File: src/rtl/mul_pipe.sv
// Fixed-latency pipelined integer multiplier with per-stage occupancy for the hazard unit.
// Optional macro MUL_HIGH_EN enables MULH/MULHSU/MULHU; otherwise every op computes MUL.
module mul_pipe #(
    parameter int MUL_DELAY = 5,
    parameter int XLEN      = 32,
    parameter int REG_BITS  = 5
) (
    input  logic                clk,
    input  logic                reset_n,
    input  logic                valid_in,
    input  logic [XLEN-1:0]     a_in,
    input  logic [XLEN-1:0]     b_in,
    input  logic [REG_BITS-1:0] rd_in,
    input  logic [1:0]          funct_in,
    input  logic                stall_in,
    input  logic                flush_in,
    output logic                valids_out [MUL_DELAY-1],
    output logic                valid_out,
    output logic [REG_BITS-1:0] rd_out,
    output logic [XLEN-1:0]     result_out
);

    // Stage 0 holds raw operands; stages 1..MUL_DELAY-1 hold the finished result.
    logic                valid_q [MUL_DELAY];
    logic [REG_BITS-1:0] rd_q    [MUL_DELAY];
    logic [XLEN-1:0]     res_q   [1:MUL_DELAY-1];
    logic [XLEN-1:0]     a_q;
    logic [XLEN-1:0]     b_q;
    logic [XLEN-1:0]     res_d;

`ifdef MUL_HIGH_EN
    logic [1:0]          funct_q;
    logic [2*XLEN-1:0]   a_w;
    logic [2*XLEN-1:0]   b_w;
    logic [2*XLEN-1:0]   prod;

    // Extending to 2*XLEN and multiplying mod 2^(2*XLEN) matches the XLEN+1-bit signed product.
    always_comb begin
        a_w   = {{XLEN{(funct_q != 2'b11) & a_q[XLEN-1]}}, a_q};
        b_w   = {{XLEN{(funct_q[1] == 1'b0) & b_q[XLEN-1]}}, b_q};
        prod  = a_w * b_w;
        res_d = (funct_q == 2'b00) ? prod[XLEN-1:0] : prod[2*XLEN-1:XLEN];
    end
`else
    logic [1:0]          unused_funct;

    assign unused_funct = funct_in;
    assign res_d        = a_q * b_q;
`endif

    always_ff @(posedge clk) begin
        if (!reset_n) begin
            // NOTE: data registers are reset too so no X can reach result_out/rd_out after reset.
            for (int i = 0; i < MUL_DELAY; i++) begin
                valid_q[i] <= 1'b0;
                rd_q[i]    <= '0;
            end
            for (int i = 1; i < MUL_DELAY; i++) begin
                res_q[i] <= '0;
            end
            a_q <= '0;
            b_q <= '0;
`ifdef MUL_HIGH_EN
            funct_q <= 2'b00;
`endif
        end else if (flush_in) begin
            for (int i = 0; i < MUL_DELAY; i++) begin
                valid_q[i] <= 1'b0;
            end
        end else if (!stall_in) begin
            valid_q[0] <= valid_in;
            rd_q[0]    <= rd_in;
            a_q        <= a_in;
            b_q        <= b_in;
`ifdef MUL_HIGH_EN
            funct_q    <= funct_in;
`endif
            valid_q[1] <= valid_q[0];
            rd_q[1]    <= rd_q[0];
            res_q[1]   <= res_d;
            for (int i = 2; i < MUL_DELAY; i++) begin
                valid_q[i] <= valid_q[i-1];
                rd_q[i]    <= rd_q[i-1];
                res_q[i]   <= res_q[i-1];
            end
        end
    end

    always_comb begin
        for (int i = 0; i < MUL_DELAY - 1; i++) begin
            valids_out[i] = valid_q[i];
        end
    end

    assign valid_out  = valid_q[MUL_DELAY-1];
    assign rd_out     = rd_q[MUL_DELAY-1];
    assign result_out = res_q[MUL_DELAY-1];

endmodule

File: config.mk
export PLATFORM = sky130hd
export DESIGN_NAME = mul_pipe
export DESIGN_NICKNAME = d
export VERILOG_FILES = /design/src/rtl/mul_pipe.sv
export SDC_FILE = /design/constraint.sdc
export NUM_CORES = 1
export LEC_CHECK = 0
export BUFFER_PORTS_ARGS = -buffer_cell sky130_fd_sc_hd__buf_2
export CORE_ASPECT_RATIO = 0.5
export CORE_UTILIZATION = 55
export CTS_CLUSTER_SIZE = 25
export DETAILED_ROUTE_END_ITERATION = 10
export MAX_ROUTING_LAYER = met4
export PLACE_DENSITY = 0.73
export SLEW_MARGIN = 20
export SYNTH_ARGS = -nofsm -noshare
export SYNTH_HDL_FRONTEND = slang
export SYNTH_SLANG_ARGS = --single-unit
File: constraint.sdc
create_clock -name clk -period 7.7 [get_ports clk]
set_clock_uncertainty 0.2 [all_clocks]
set_input_delay 0.77 -clock clk [delete_from_list [all_inputs] [get_ports clk]]
set_output_delay 0.77 -clock clk [all_outputs]
set_load 0.01 [all_outputs]
---- Word level (Yosys, flattened, before mapping) ----
Memory sizes are Yosys's and may differ from the RTL's.
Index checks and enable logic that the tools add are counted.
W data, S select, Z words.
storage, ports and cells
  bits in registers ....................... 64
  memory bits (writable) .................. 158
  input bits .............................. 76
  output and inout port bits .............. 42
  logic and storage cells ................. 55
  memories ................................ 3
memory list
  memory   words  width  read ports  clocked after memory_dff  write ports  line  text
  res_q    4      32     4           0                         4            26    logic [XLEN-1:0] res_q [1:MUL_DELAY-1];
  rd_q     5      5      5           0                         5            25    logic [REG_BITS-1:0] rd_q [MUL_DELAY];
  valid_q  5      1      5           0                         5            24    logic valid_q [MUL_DELAY];
operators by class
  $mul .................................... 1
  muxes and demuxes ....................... 27
  bitwise operators ....................... 21
  reduce and logical (&&, ||, !) cells .... 1
operators by type and width
  cell               number
  $mux W32           4
  $mul A32 B32 Y32   1
  $mux W5            5
  $or A1 B1 Y1       19
  $mux W1            18
  $not A1 Y1         2
  $reduce_and A2 Y1  1

---- Depth between registers and ports, before layout ----
  depth in word-level cells ............... 5
  gate-level depth with buffers ........... 26
  depth with buffers taken out ............ 24

---- Least setup slack after synthesis ----
Ideal clock, no wire load.
  kind .................................... register to register
  start point ............................. register a_q[13]
  end point ............................... register res_q[0][60] (netlist name)
  setup time .............................. 266 ps
  arrival time ............................ 6484 ps
  required time ........................... 7234 ps
  path slack .............................. 750 ps
  cell stages (with the launch flop) ...... 23
  buffers on the path ..................... 2
  period minus slack after synthesis ...... 6950 ps
  cells stage by stage .................... dfxtp_1 -> clkbuf_1 -> clkbuf_1 -> and2_1 -> fa_1 -> fa_1 -> fa_1 -> inv_1 -> fa_1 -> inv_1 -> fa_1 -> fa_1 -> fa_1 -> fa_1 -> ha_1 -> and4_1 -> and4_1 -> and2_1 -> a31oi_1 -> o2111ai_2 -> a31o_1 -> xnor2_1 -> nor2_1
RTL lines
  element                 line  text
  from (decl)             27    logic [XLEN-1:0] a_q;
  from (signal assigned)  73    a_q <= a_in;

==> impl_metrics.csv <==
group,metric,value,unit
global_routing,grt_pass1_wl,87400,µm
floorplanning,num_rows,53,
clock_network,cts.sinks,222,
clock_network,hold_buffers,0,
logic_synthesis,synth_edf_count,158,
route,first_pass_iters,5,
logic_synthesis,syn_area,23800,µm²
logic_synthesis,yosysUniqueCellTypes,56,
layout,instances_no_fill,2858,
sta,min_period,7.42,ns
clock_network,cts_setup_buffers,0,
power_and_ir_drop,switchingPower,868,µW
global_routing,grt-ovfl-total,0,
status,outcome,"finished clean",
route,drc,0,
logic_synthesis,synth-main-ff-cell,"edfxtp_1",
clock_network,clk_pin_slew,0.06,ns
power_and_ir_drop,power_frac_seq,0.467,
sta,finalHoldViolCount,0,
logic_synthesis,netlist_instances,2238,
logic_synthesis,ys_ff_latch,222,
route,vias,15300,
clock_network,cts_inserted_buffers,22,
worst_setup_path,r2r-start,"b_q[4]",
clock_network,root_buffer,"clkbuf_16",
sta,slew_viol_final,0,
global_routing,grt_pass1_vias,16200,
layout,area_growth,7.30,%
worst_setup_path,crit_required,7.78,ns
power_and_ir_drop,clockPowerShare,0.362,
worst_setup_path,end_kind,"flop",
sta,fin_setup_tns,0,ns
logic_synthesis,ys_warn_count,0,
power_and_ir_drop,p_leak,0.0120,µW
sta,finalCritPeriodShare,0.964,
floorplanning,dieWidth,296,µm
logic_synthesis,synth.avg_cell_area,10.6,µm²
sta,rsz0062_at_grt,"false",
placed_design,dp_hpwl,40900,µm
worst_setup_path,path_max_fanout,15,
route,first_iter_violations,1013,
logic_synthesis,seq_area_frac_synth,0.253,
worst_setup_path,setup.worst_path.start_class,"flop",
route,drt-vias-per-instance,5.37,
placed_design,place_congestion,0.902,
logic_synthesis,async_reset_ff_frac,0,
route,wl,53600,µm
global_routing,grt_max_degree,127,
sta,setup_viol,0,
layout,layout-drive-gt1-share,0.107,
worst_hold_path,hold_path_class,"primary input to flop",
run,max-cap-violations,0,
floorplanning,core_area,42400,µm²
sta,holdWs,0.214,ns
worst_setup_path,path_class,"flop to flop",
layout,fin_area,25600,µm²
layout,diodes,0,
global_routing,track_usage,0.266,
sta,worst_pin_slew,0.961,ns
placed_design,io_buffers,115,
worst_setup_path,cp-startpoint,"b_q[4]",
worst_hold_path,worstHoldStart,"b_in[1]",
logic_synthesis,syn_nets,2845,
route,antenna_left,0,
power_and_ir_drop,intPower,2190,µW
floorplanning,start_util,0.562,
floorplanning,ios,118,
clock_network,clockBufferDepth,3,
power_and_ir_drop,powerDensity,120,nW/µm²
sta,fmax,135,MHz
layout,layout.nets,2872,
clock_network,cts_tree,"yes",
clock_network,h-tree-depth,1,
placed_design,dpl-instance-area,24800,µm²
clock_network,clk_latency,0.56,ns
floorplanning,die_area,44200,µm²
power_and_ir_drop,comb_power_share,0.172,
route,wl_per_cell,18.8,µm
global_routing,antenna_found_initial,0,
power_and_ir_drop,swShare,0.284,
placed_design,dp_cells,2818,
layout,utilization,0.603,
sta,relSlewSlack,0.359,
power_and_ir_drop,vdd_drop_max,0.000167,V
worst_setup_path,crit_arrival,7.50,ns
floorplanning,die-height,149,µm
## cells in the mapped netlist (15+ instances only)
library cell / instances / area, µm²
a22o_1: 64 / 561
nand2_1: 174 / 653
nor2_1: 31 / 116
a21o_1: 15 / 113
and2_1: 368 / 2300
inv_1: 358 / 1340
clkbuf_1: 126 / 473
xnor2_1: 59 / 517
and3_1: 133 / 832
fa_1: 408 / 8170
dfxtp_1: 64 / 1280
edfxtp_1: 158 / 4740
xor2_1: 22 / 193
buf_4: 37 / 278
ha_1: 123 / 1540
## logic make-up after synthesis
family / after synthesis / share of synthesized area
flops: 222 / 0.253
compound gates: 144 / 0.0494
simple gates: 731 / 0.170
buf+inv: 528 / 0.0892
fa+ha+maj: 531 / 0.407
xor+xnor: 82 / 0.0307
## registers in the layout, summed over array words and instances, names as in the netlist
name     count
res_q      128
a_q         32
b_q         32
rd_q        25
valid_q      5
## critical path: stages, from the launching register on
cell and delay [ns]:
dfxtp_1 0.67, and2_1 0.22, fa_1 0.40, inv_1 0.08, fa_1 0.43, fa_1 0.52, fa_1 0.57, inv_1 0.06
fa_1 0.48, fa_1 0.57, fa_1 0.43, fa_1 0.50, ha_1 0.46, and4_1 0.28, and4_1 0.26, o21ai_0 0.09
o21ba_2 0.25, o2111ai_1 0.19, a31oi_1 0.23, xnor2_1 0.17, nor2_1 0.06
## power by group through the flow
stage	clock, µW	combinational [µW]	sequential (µW)
final	1100	524	1430
after global routing	1180	586	1430
after CTS	1140	521	1420
after detailed placement	0	516	1450
after global placement	0	502	1450
after floorplan	0	376	1400
## cells in the final DEF (no fill, tap or decap), types with 2 or more instances in the layout
cell type   Yosys  routed
a211oi_1        4       4
a211oi_2        2       2
a21o_1         15      15
a21oi_1        14      14
a22o_1         64      64
a31oi_1         3       3
a41oi_1         2       2
and2_1        368     368
and3_1        133     133
and4_1          2       2
buf_2           1     115
buf_4          37      57
bufinv_16       0       3
clkbuf_1      126       2
clkbuf_16       0      22
clkinv_1        0       4
clkinv_2        0       3
clkinvlp_2      0       2
dfxtp_1        64      45
dfxtp_2         0      19
edfxtp_1      158     158
fa_1          408     408
ha_1          123     123
inv_1         358     357
inv_6           0       2
nand2_1       174     174
nand3_1         4       4
nor2_1         31      30
nor3_1          7       7
o2111ai_1       3       3
o211ai_1        2       2
o21a_1          6       6
o21ai_0        10       9
o21ai_1         2       3
o21bai_1        4       4
or2_2           2       2
or3_1           2       2
xnor2_1        59      59
xor2_1         22      22
## per-stage QoR
| stage | power [µW] | setup WS [ns] |
|---|---|---|
| 6_report | 3060 | 0.275 |
| 5_1_grt | 3200 | 0.0268 |
| 4_1_cts | 3080 | 0.140 |
| 3_5_place_dp | 1970 | 0.126 |
| 3_3_place_gp | 1950 | 0.275 |
| 2_1_floorplan | 1780 | 0.750 |
## path summary, 6_finish.rpt
path / slack, ns / cells after the start / to
max: 0.28 / 20 / res_q[0][63]
min reg2reg: 0.31 / 1 / res_q[0][81]
min: 0.21 / 2 / b_q[1]
max reg2reg: 0.28 / 20 / res_q[0][63]
## metal layers
metal | track usage | vias to the layer above | routed length, µm
li1 | - | 6972 | -
met1 | 0.352 | 7798 | 23300
met2 | 0.415 | 471 | 24900
met3 | 0.0508 | 106 | 3750
met4 | 0.0838 | 0 | 1720
met5 | - | - | 0
## timing repair
action / in CTS / in global routing
endpoints found under the setup margin: 0 / 6
resized for setup: 0 / 20
endpoints found under the hold margin: 0 / 0
## area by class of cell
| type | instances | area [µm²] |
|---|---|---|
| fill | 3529 | 16800 |
| clock inverter | 16 | 171 |
| timing repair buffer | 173 | 1020 |
| multi-input combinational | 1488 | 15700 |
| clock buffer | 24 | 558 |
| tap | 577 | 722 |
| inverter | 358 | 1350 |
| sequential | 222 | 6050 |
Power figures use the tool's default switching activity.
